File: src/rtl/kmeans_pkg.sv
// Shared constants and FSM state type for the k-means clusterer readout path.
package kmeans_pkg;
  localparam int COORD_W  = 8;
  localparam int LABEL_W  = 2;
  localparam int N_POINTS = 12;
  localparam int OUT_W    = 3*COORD_W + LABEL_W;

  typedef enum logic [1:0] {
    IDLE = 2'd0,
    RUN  = 2'd1,
    DONE = 2'd2
  } state_t;
endpackage

File: src/rtl/kmeans_stream_fifo2.sv
// Two-entry FIFO with occupancy count; entry 0 is always the head.
module kmeans_stream_fifo2 #(
  parameter int W = kmeans_pkg::OUT_W + 1
) (
  input  logic         clk,
  input  logic         rst_n,
  input  logic         push,
  input  logic [W-1:0] din,
  input  logic         pop,
  output logic [W-1:0] dout,
  output logic [1:0]   count
);
  logic [W-1:0] e0, e1;

  always_ff @(posedge clk or negedge rst_n) begin
    if (!rst_n) count <= 2'd0;
    else        count <= count + {1'b0, push} - {1'b0, pop};
  end

  // Payload carries no reset; the consumer qualifies it with count.
  always_ff @(posedge clk) begin
    if (pop) begin
      e0 <= (push && count == 2'd1) ? din : e1;
      if (push && count == 2'd2) e1 <= din;
    end else if (push) begin
      if (count == 2'd0) e0 <= din;
      else               e1 <= din;
    end
  end

  assign dout = e0;
endmodule

File: src/rtl/kmeans_result_streamer.sv
// Walks the point memory after clustering and streams {x,y,z,label} beats.
// Define KMEANS_STREAM_CHECKSUM_EN to append an XOR checksum beat.
module kmeans_result_streamer
  import kmeans_pkg::*;
#(
  parameter int N_POINTS = kmeans_pkg::N_POINTS,
  parameter int COORD_W  = kmeans_pkg::COORD_W,
  parameter int LABEL_W  = kmeans_pkg::LABEL_W,
  parameter int ADDR_W   = 4
) (
  input  logic                         clk,
  input  logic                         rst_n,
  input  logic                         start,
  output logic                         mem_rd_en,
  output logic [ADDR_W-1:0]            mem_addr,
  input  logic [COORD_W-1:0]           mem_x,
  input  logic [COORD_W-1:0]           mem_y,
  input  logic [COORD_W-1:0]           mem_z,
  input  logic [LABEL_W-1:0]           mem_label,
  output logic                         out_valid,
  input  logic                         out_ready,
  output logic [3*COORD_W+LABEL_W-1:0] out_data,
  output logic                         out_last,
  output logic                         busy,
  output logic                         done
);
  localparam int OW = 3*COORD_W + LABEL_W;
  localparam logic [ADDR_W:0] END_A = (ADDR_W+1)'(N_POINTS);

  state_t          state, state_nx;
  logic [ADDR_W:0] addr_p0;
  logic            rd_vld_p1;
  logic [1:0]      cnt;
  logic [2:0]      occ;
  logic            pop, push, push_last, start_acc;
  logic [OW-1:0]   mem_word_p1, push_data;
  logic [OW:0]     head;

  assign start_acc   = start && (state != RUN);
  assign out_valid   = (cnt != 2'd0);
  assign pop         = out_valid && out_ready;
  // Credit includes the beat leaving this cycle so a full-rate stream never starves.
  assign occ         = {1'b0, cnt} + {2'b0, rd_vld_p1} - {2'b0, pop};
  assign mem_rd_en   = (state == RUN) && (addr_p0 < END_A) && (occ < 3'd2);
  assign mem_addr    = addr_p0[ADDR_W-1:0];
  assign mem_word_p1 = {mem_x, mem_y, mem_z, mem_label};

  // Stage p0: read issue and address counter
  always_ff @(posedge clk or negedge rst_n) begin
    if (!rst_n) begin
      state     <= IDLE;
      addr_p0   <= '0;
      rd_vld_p1 <= 1'b0;
    end else begin
      state     <= state_nx;
      rd_vld_p1 <= mem_rd_en;
      if (start_acc)      addr_p0 <= '0;
      else if (mem_rd_en) addr_p0 <= addr_p0 + (ADDR_W+1)'(1);
    end
  end

  always_comb begin
    state_nx = state;
    case (state)
      IDLE:    if (start) state_nx = RUN;
      RUN:     if (pop && head[0]) state_nx = DONE;
      DONE:    if (start) state_nx = RUN;
      default: state_nx = IDLE;
    endcase
  end

  // Stage p1: read return into the output buffer
`ifdef KMEANS_STREAM_CHECKSUM_EN
  logic [OW-1:0] csum;
  logic          cs_sent, cs_push;

  assign cs_push   = (state == RUN) && (addr_p0 == END_A) && !rd_vld_p1 &&
                     !cs_sent && (occ < 3'd2);
  assign push      = rd_vld_p1 || cs_push;
  assign push_data = rd_vld_p1 ? mem_word_p1 : csum;
  assign push_last = !rd_vld_p1;

  always_ff @(posedge clk or negedge rst_n) begin
    if (!rst_n)         cs_sent <= 1'b0;
    else if (start_acc) cs_sent <= 1'b0;
    else if (cs_push)   cs_sent <= 1'b1;
  end

  always_ff @(posedge clk) begin
    if (start_acc)      csum <= '0;
    else if (rd_vld_p1) csum <= csum ^ mem_word_p1;
  end
`else
  localparam logic [ADDR_W:0] LAST_A = (ADDR_W+1)'(N_POINTS-1);
  logic rd_last_p1;

  assign push      = rd_vld_p1;
  assign push_data = mem_word_p1;
  assign push_last = rd_last_p1;

  always_ff @(posedge clk) rd_last_p1 <= (addr_p0 == LAST_A);
`endif

  kmeans_stream_fifo2 #(.W(OW+1)) u_fifo (
    .clk   (clk),
    .rst_n (rst_n),
    .push  (push),
    .din   ({push_data, push_last}),
    .pop   (pop),
    .dout  (head),
    .count (cnt)
  );

  // Stage p2: buffer head to the stream interface
  assign out_data = out_valid ? head[OW:1] : '0;
  assign out_last = out_valid && head[0];
  assign busy     = (state == RUN);
  assign done     = (state == DONE);
endmodule

File: config.mk
export PLATFORM = sky130hd
export DESIGN_NAME = kmeans_result_streamer
export DESIGN_NICKNAME = d
export VERILOG_FILES = /design/src/rtl/kmeans_pkg.sv /design/src/rtl/kmeans_stream_fifo2.sv /design/src/rtl/kmeans_result_streamer.sv
export SDC_FILE = /design/constraint.sdc
export NUM_CORES = 1
export LEC_CHECK = 0
export ABC_AREA = 1
export BUFFER_PORTS_ARGS = -buffer_cell sky130_fd_sc_hd__clkbuf_2
export CORE_UTILIZATION = 56
export CTS_BUF_LIST = sky130_fd_sc_hd__clkbuf_8
export DETAILED_ROUTE_END_ITERATION = 12
export GPL_ROUTABILITY_DRIVEN = 0
export GPL_TIMING_DRIVEN = 0
export PLACE_DENSITY = 0.91
export REMOVE_ABC_BUFFERS = 1
export SYNTH_ARGS = -nofsm -noshare
export SYNTH_HDL_FRONTEND = slang
export SYNTH_SLANG_ARGS = --single-unit
File: constraint.sdc
create_clock -name clk -period 4.1 [get_ports clk]
set_input_delay 0.205 -clock clk [delete_from_list [all_inputs] [get_ports clk]]
set_output_delay 0.205 -clock clk [all_outputs]
set_load 0.02 [all_outputs]
==> qor.txt, run 1 <==
Metal-1 WL = 2.26 mm
Diodes inserted = 0
Slew Limit Fails = 0
DIE WIDTH = 74.8 um
maximum vdd drop = 0.397 mV
crit end category = output pin
outcome = complete, no violations
most common cell after layout, fill and taps aside = inv_1
CTS tree = yes
Core ar. = 5110 um2
die area = 5590 um2
slowest stage delay, CP = 0.54 ns
RSZ-0062 raised after global routing = false
Fmax achieved = 0.293 GHz
final net count = 377
Synth top area share = 54.7%
Final ANT Viol Nets = 0
total number of vias = 1,928
Max clock buf depth = 2
CP arrival = 3.20 ns
sequential area share after synthesis = 63.8%
DRC viols = 0
starting density of the core = 58.1%
Global Route Usage Sum = 19.4%
Fillers = 390
crit-path cells = nor2_2 -> buf_8 -> nor2_4 -> nand2_1 -> o21ai_0 -> ha_1 -> fa_1 -> nor2_1 -> nand2_1 -> nor2_2 -> clkbuf_2
Vias/cell = 4.60
htree depth = 3
largest area contributor in the netlist = edfxtp_1
leakage = 1.73 nW
area taken by multi-input logic gates = 736 um2
Clock transition at path regs = 0.06 ns
Congestion Overflow GR = 0
Yosys warnings = 0
Synth area leaders = edfxtp_1, inv_1, dfrtp_1, o21ai_2, nand2_1
clk sinks = 65
clock root buffer = clkbuf_8
metal3 WL = 144 um
initial DRC count = 125
Avg WL per Cell = 11.7 um
Distinct cells, synth = 24
Hold Fails Final Rpt = 0
Port Buffers = 64
register area = 1890 um2
Power Total = 2.46 mW
EDFF count, synth = 54
metal2 WL = 2.42 mm
Pre-antenna DRT Iters = 4
fraction of layout cells with a size suffix above 1 = 32.1%
area delta synth->final = 19.2%
slowest CP cell = nor2_2
CP Launch Type = flip-flop
vias in the first global route = 1,701
Num CTS Buffers = 9
pin slew with the least headroom to its limit = 0.802 ns
Rows = 26
worst path required time = 3.89 ns
post-cts resize count = 0
period utilisation layout = 83.1%
largest net degree at the start of global routing = 31
share of the core filled with cells = 69.2%
final wirelength = 4.90 mm
hpwl dp = 3.39 mm
Avg Inst Size Synth = 10.7 um2
WS Path Type = reg2out
global-route wire length before repair = 7.67 mm
die height = 74.8 um
Cell Pwr Density = 696 nW/um2
Worst Skew = 0.00455 ns
synthesized area = 2970 um2
Max-Cap Viols = 0
most frequent cells in the layout = inv_1, clkbuf_2, edfxtp_1
Top FF cell, synth = edfxtp_1
initial antenna violation count = 0
Slew HR = 46.3%
final setup violation count = 0
Clk Latency, worst-skew pair = 0.32 ns
fraction of registers with async set/reset = 15.4%
Max FO, Critical Path = 16
Cells after Synth = 276
Top Ports = 65
Worst Hold Path Cells = 1
highest routed layer = met4
WHS = 0.0691 ns
R2R depth = 12
HP Class = in2reg
flops & latches, synth = 65
Final min period = 3.41 ns
-- where the power goes --
group          switching (mW)  internal (mW)
Clock                   0.218          0.242
Sequential             0.0640          0.930
Combinational           0.689          0.320
-- critical path: cells and delay by family, from the launching register on --
kind,cells,cell delay (ns)
adders and majority gates,2,0.70
and+or+nand+nor,6,1.14
AOI/OAI and AO/OA,1,0.10
buffers and inverters,2,0.48
DFF,1,0.45
-- metal layers --
metal  vias to the layer above  global-route usage (%)
met2                        47                    31.6
met4                         0                    10.7
met1                       871                    24.4
met5                         -                       0
li1                       1003                       -
met3                         7                    4.02
-- logic make-up (layout without fill, tap and decap cells) --
family | Yosys count | in the layout | share of synthesized area, %
DFF | 65 | 65 | 63.8
xor gates and xnor gates | 1 | 1 | 0.295
adders and majority gates | 3 | 3 | 1.52
buffers and inverters | 80 | 153 | 12.0
AOI/OAI and AO/OA | 34 | 34 | 9.70
and+or+nand+nor | 93 | 93 | 12.7
-- final cells by class --
type | count | share of cell area [%]
sequential | 65 | 53.5
clock inverter | 5 | 0.531
tap | 70 | 2.48
multi-input combinational | 131 | 20.8
inverter | 68 | 7.22
timing repair buffer | 69 | 11.2
clock buffer | 11 | 4.28
-- cell usage after synthesis (2+ instances only) --
master	count
edfxtp_1	54
nor2_1	32
dfrtp_1	10
buf_2	2
nor2_2	2
nand2_1	46
o21ai_0	3
buf_4	4
ha_1	2
inv_1	68
buf_6	5
nand3_1	10
o21ai_2	27
-- state kept, by name, indices dropped and copies added (netlist names) --
signal / count
addr_p0: 5
push: 1
push_last: 1
state: 2
u_fifo.count: 2
u_fifo.dout: 27
u_fifo.e1: 27
-- worst paths after layout --
check	from	endpoint	slack, ns
max reg2reg	u_fifo.count[1]	addr_p0[3]	1.19
min in group asynchronous	rst_n	state[0]	0.28
min	mem_x[0]	u_fifo.e1[19]	0.07
min reg2reg	push_last	u_fifo.e1[0]	0.46
max	u_fifo.count[1]	mem_rd_en	0.69
max in group asynchronous	rst_n	u_fifo.count[1]	3.62
-- per-stage QoR --
stage | setup TNS [ns] | instances | setup slack [ns] | instance area, um2
4_1_cts | 0 | 418 | 0.321 | 3520
6_report | 0 | 419 | 0.691 | 3540
2_1_floorplan | 0 | 264 | 0.874 | 2870
3_3_place_gp | -4.46 | 398 | -0.167 | 3270
5_1_grt | 0 | 419 | 0.439 | 3540
3_5_place_dp | 0 | 401 | 0.685 | 3340
-- timing repair --
| item | 4_1_cts | 5_1_grt |
|---|---|---|
| endpoints found under the setup margin | 0 | 0 |
| endpoints found under the hold margin | 10 | 0 |
| setup buffers | 0 | 0 |
| hold buffers | 1 | 0 |
No activity file was read; power rests on OpenSTA's default activity.
==> run 2, diff against run 1 <==
Settings changed: CORE_UTILIZATION 56 to 51, PLACE_DENSITY 0.91 to 0.88.
Clock period 4.1 ns to 2.8 ns, I/O delays scaled along.
==> run 2 against run 1 <==
Effect of this change:
- final area increased by 7.9%
- global-route usage increased by 0.81 points
- setup slack got worse by 0.58 ns
- largest cell class unchanged
- highest routed layer unchanged
==> qor.txt, run 2 (synthesis gave the netlist of run 1 again) <==
Rows = 27 (+3.8%)
CP arrival = 2.54 ns (-0.66 ns)
largest net degree at the start of global routing = 29 (-6.5%)
final setup violation count = 0 (unchanged)
Slew Limit Fails = 0 (unchanged)
crit-path cells = nor2_4 -> nor2_4 -> nand2_1 -> o21ai_0 -> ha_1 -> fa_1 -> nor2_1 -> nand2_1 -> nor2_4 -> clkbuf_2
Port Buffers = 64 (unchanged)
slowest stage delay, CP = 0.49 ns (-0.05 ns)
Worst Skew = 0.00951 ns (+0.00496 ns)
Congestion Overflow GR = 0 (unchanged)
Top Ports = 65 (unchanged)
Hold Fails Final Rpt = 0 (unchanged)
Num CTS Buffers = 9 (unchanged)
final net count = 398 (+5.6%)
Clk Latency, worst-skew pair = 0.33 ns (about the same)
Slew HR = 43.2% (-3.1 points)
CP Launch Type = flip-flop
initial DRC count = 107 (-14%)
pin slew with the least headroom to its limit = 0.848 ns (+0.0461 ns)
leakage = 1.84 nW (+6.0%)
Flop pwr share = 37.8% (-2.6 points)
Core ar. = 5540 um2 (+8.5%)
outcome = complete, no violations
Max clock buf depth = 2 (unchanged)
final wirelength = 5.53 mm (+13%)
total number of vias = 2,051 (+6.4%)
share of the core filled with cells = 68.9% (-0.35 points)
Worst Hold Path Cells = 1 (unchanged)
fraction of layout cells with a size suffix above 1 = 31.9% (-0.20 points)
die area = 6130 um2 (+9.5%)
initial antenna violation count = 0 (unchanged)
CTS tree = yes
Max-Cap Viols = 0 (unchanged)
WHS = 0.0191 ns (-0.0499 ns)
HP Class = in2reg
WS Path Type = reg2out
period utilisation layout = 95.9%
hpwl dp = 3.52 mm (+3.9%)
slowest CP cell = dfrtp_2
switch share = 38.3% (-1.1 points)
clk sinks = 65 (unchanged)
area delta synth->final = 28.6%
Avg WL per Cell = 12.5 um (+6.9%)
Max FO, Critical Path = 6 (-10)
clock root buffer = clkbuf_8
DRC viols = 0 (unchanged)
htree depth = 3 (unchanged)
die height = 78.3 um (+4.7%)
maximum vdd drop = 0.503 mV (+27%)
Vias/cell = 4.64 (+0.84%)
R2R depth = 11 (-1)
Critical Path Most Common Cell = nor2_4
global-route wire length before repair = 9.01 mm (+18%)
crit end category = output pin
most common cell after layout, fill and taps aside = inv_1
final instance area = 3820 um2 (+7.9%)
worst path required time = 2.66 ns (-1.23 ns)
clock power share = 22.4% (+3.7 points)
setup TNS = 0 ns (unchanged)
Diodes inserted = 0 (unchanged)
combinational power share = 39.8% (-1.2 points)
Final ANT Viol Nets = 0 (unchanged)
P_int = 2.41 mW (+61%)
Net Sw Power = 1.50 mW (+54%)
Global Route Usage Sum = 20.2% (+0.81 points)
most frequent cells in the layout = inv_1, clkbuf_2, edfxtp_1
Pre-antenna DRT Iters = 4 (unchanged)
placed cell areas = 3360 um2 (+0.45%)
vias in the first global route = 1,977 (+16%)
DIE WIDTH = 78.3 um (+4.7%)
Cell Pwr Density = 1020 nW/um2 (+47%)
r2r setup slk = 0.55 ns (-0.64 ns)
Fmax achieved = 0.373 GHz
starting density of the core = 53.5% (-4.5 points)
Final min period = 2.68 ns
Clock transition at path regs = 0.07 ns (about the same)
## run 2: cell types whose count changed in the layout (fill, tap and decap cells not counted), moves of 2 or more
cell / before / now
dlygate4sd3_1: 1 / 21
inv_1: 73 / 70
dfrtp_1: 10 / 8
nor2_4: 1 / 3
buf_8: 3 / 1
bufinv_16: 0 / 2
dfrtp_2: 0 / 2
## run 2: power by group through the flow
| stage | Combinational (mW) | Sequential (mW) | Clock, mW |
|---|---|---|---|
| CTS | 1.55 | 1.47 | 0.900 |
| detailed placement | 1.49 | 1.48 | 0 |
| global route | 1.71 | 1.50 | 0.939 |
| floorplan | 0.981 | 1.47 | 0 |
| finish | 1.55 | 1.47 | 0.874 |
| global placement | 1.37 | 1.48 | 0 |
## run 2: stage by stage
stage | setup slack (ns) | power [mW] | std cells
after floorplan | -0.426 | 2.45 | 264
after detailed placement | -0.557 | 2.97 | 403
after global routing | -0.0233 | 4.14 | 442
after CTS | 0.0335 | 3.92 | 442
after global placement | -1.50 | 2.84 | 400
final | 0.116 | 3.90 | 442
## run 2: critical path, delay by kind of cell, from the launching register on
family	cells	cell delay [ns]
buffers and inverters	1	0.20
DFF	1	0.49
AOI/OAI and AO/OA	1	0.10
and+or+nand+nor	6	0.73
adders and majority gates	2	0.68
## run 2: worst paths after layout
path,start,end
max,u_fifo.count[1],mem_rd_en
min,mem_z[5],u_fifo.e1[8]
max reg2reg,u_fifo.count[1],addr_p0[2]
min reg2reg,push_last,u_fifo.e1[0]
max in group asynchronous,rst_n,u_fifo.count[0]
min in group asynchronous,rst_n,addr_p0[2]
## run 2: metal layers
metal | wire [um] | share of wire (%) | up-vias | GRT usage (%)
li1 | - | - | 1040 | -
met1 | 2360 | 43 | 944 | 23.6
met2 | 2830 | 51 | 56 | 34.6
met3 | 205 | 3.7 | 11 | 3.84
met4 | 121 | 2.2 | 0 | 12.0
met5 | 0 | 0 | - | 0
## run 2: area by class of cell
class / count / area, um2
inverters: 68 / 255
clock inverters: 5 / 72.6
well taps: 72 / 90.1
repair buffers: 89 / 601
multi-input cells: 132 / 752
clock buffers: 11 / 151
fillers: 457 / 1720
flip-flops and latches: 65 / 1890
## run 2: repair_timing
action / 4_1_cts / 5_1_grt
cloned: 1 / 0
hold buffers: 21 / 0
endpoints found under the hold margin: 30 / 0
setup endpoints to repair: 33 / 1
gates resized for setup: 2 / 2
buffers inserted: 1 / 0
pin swaps: 1 / 0
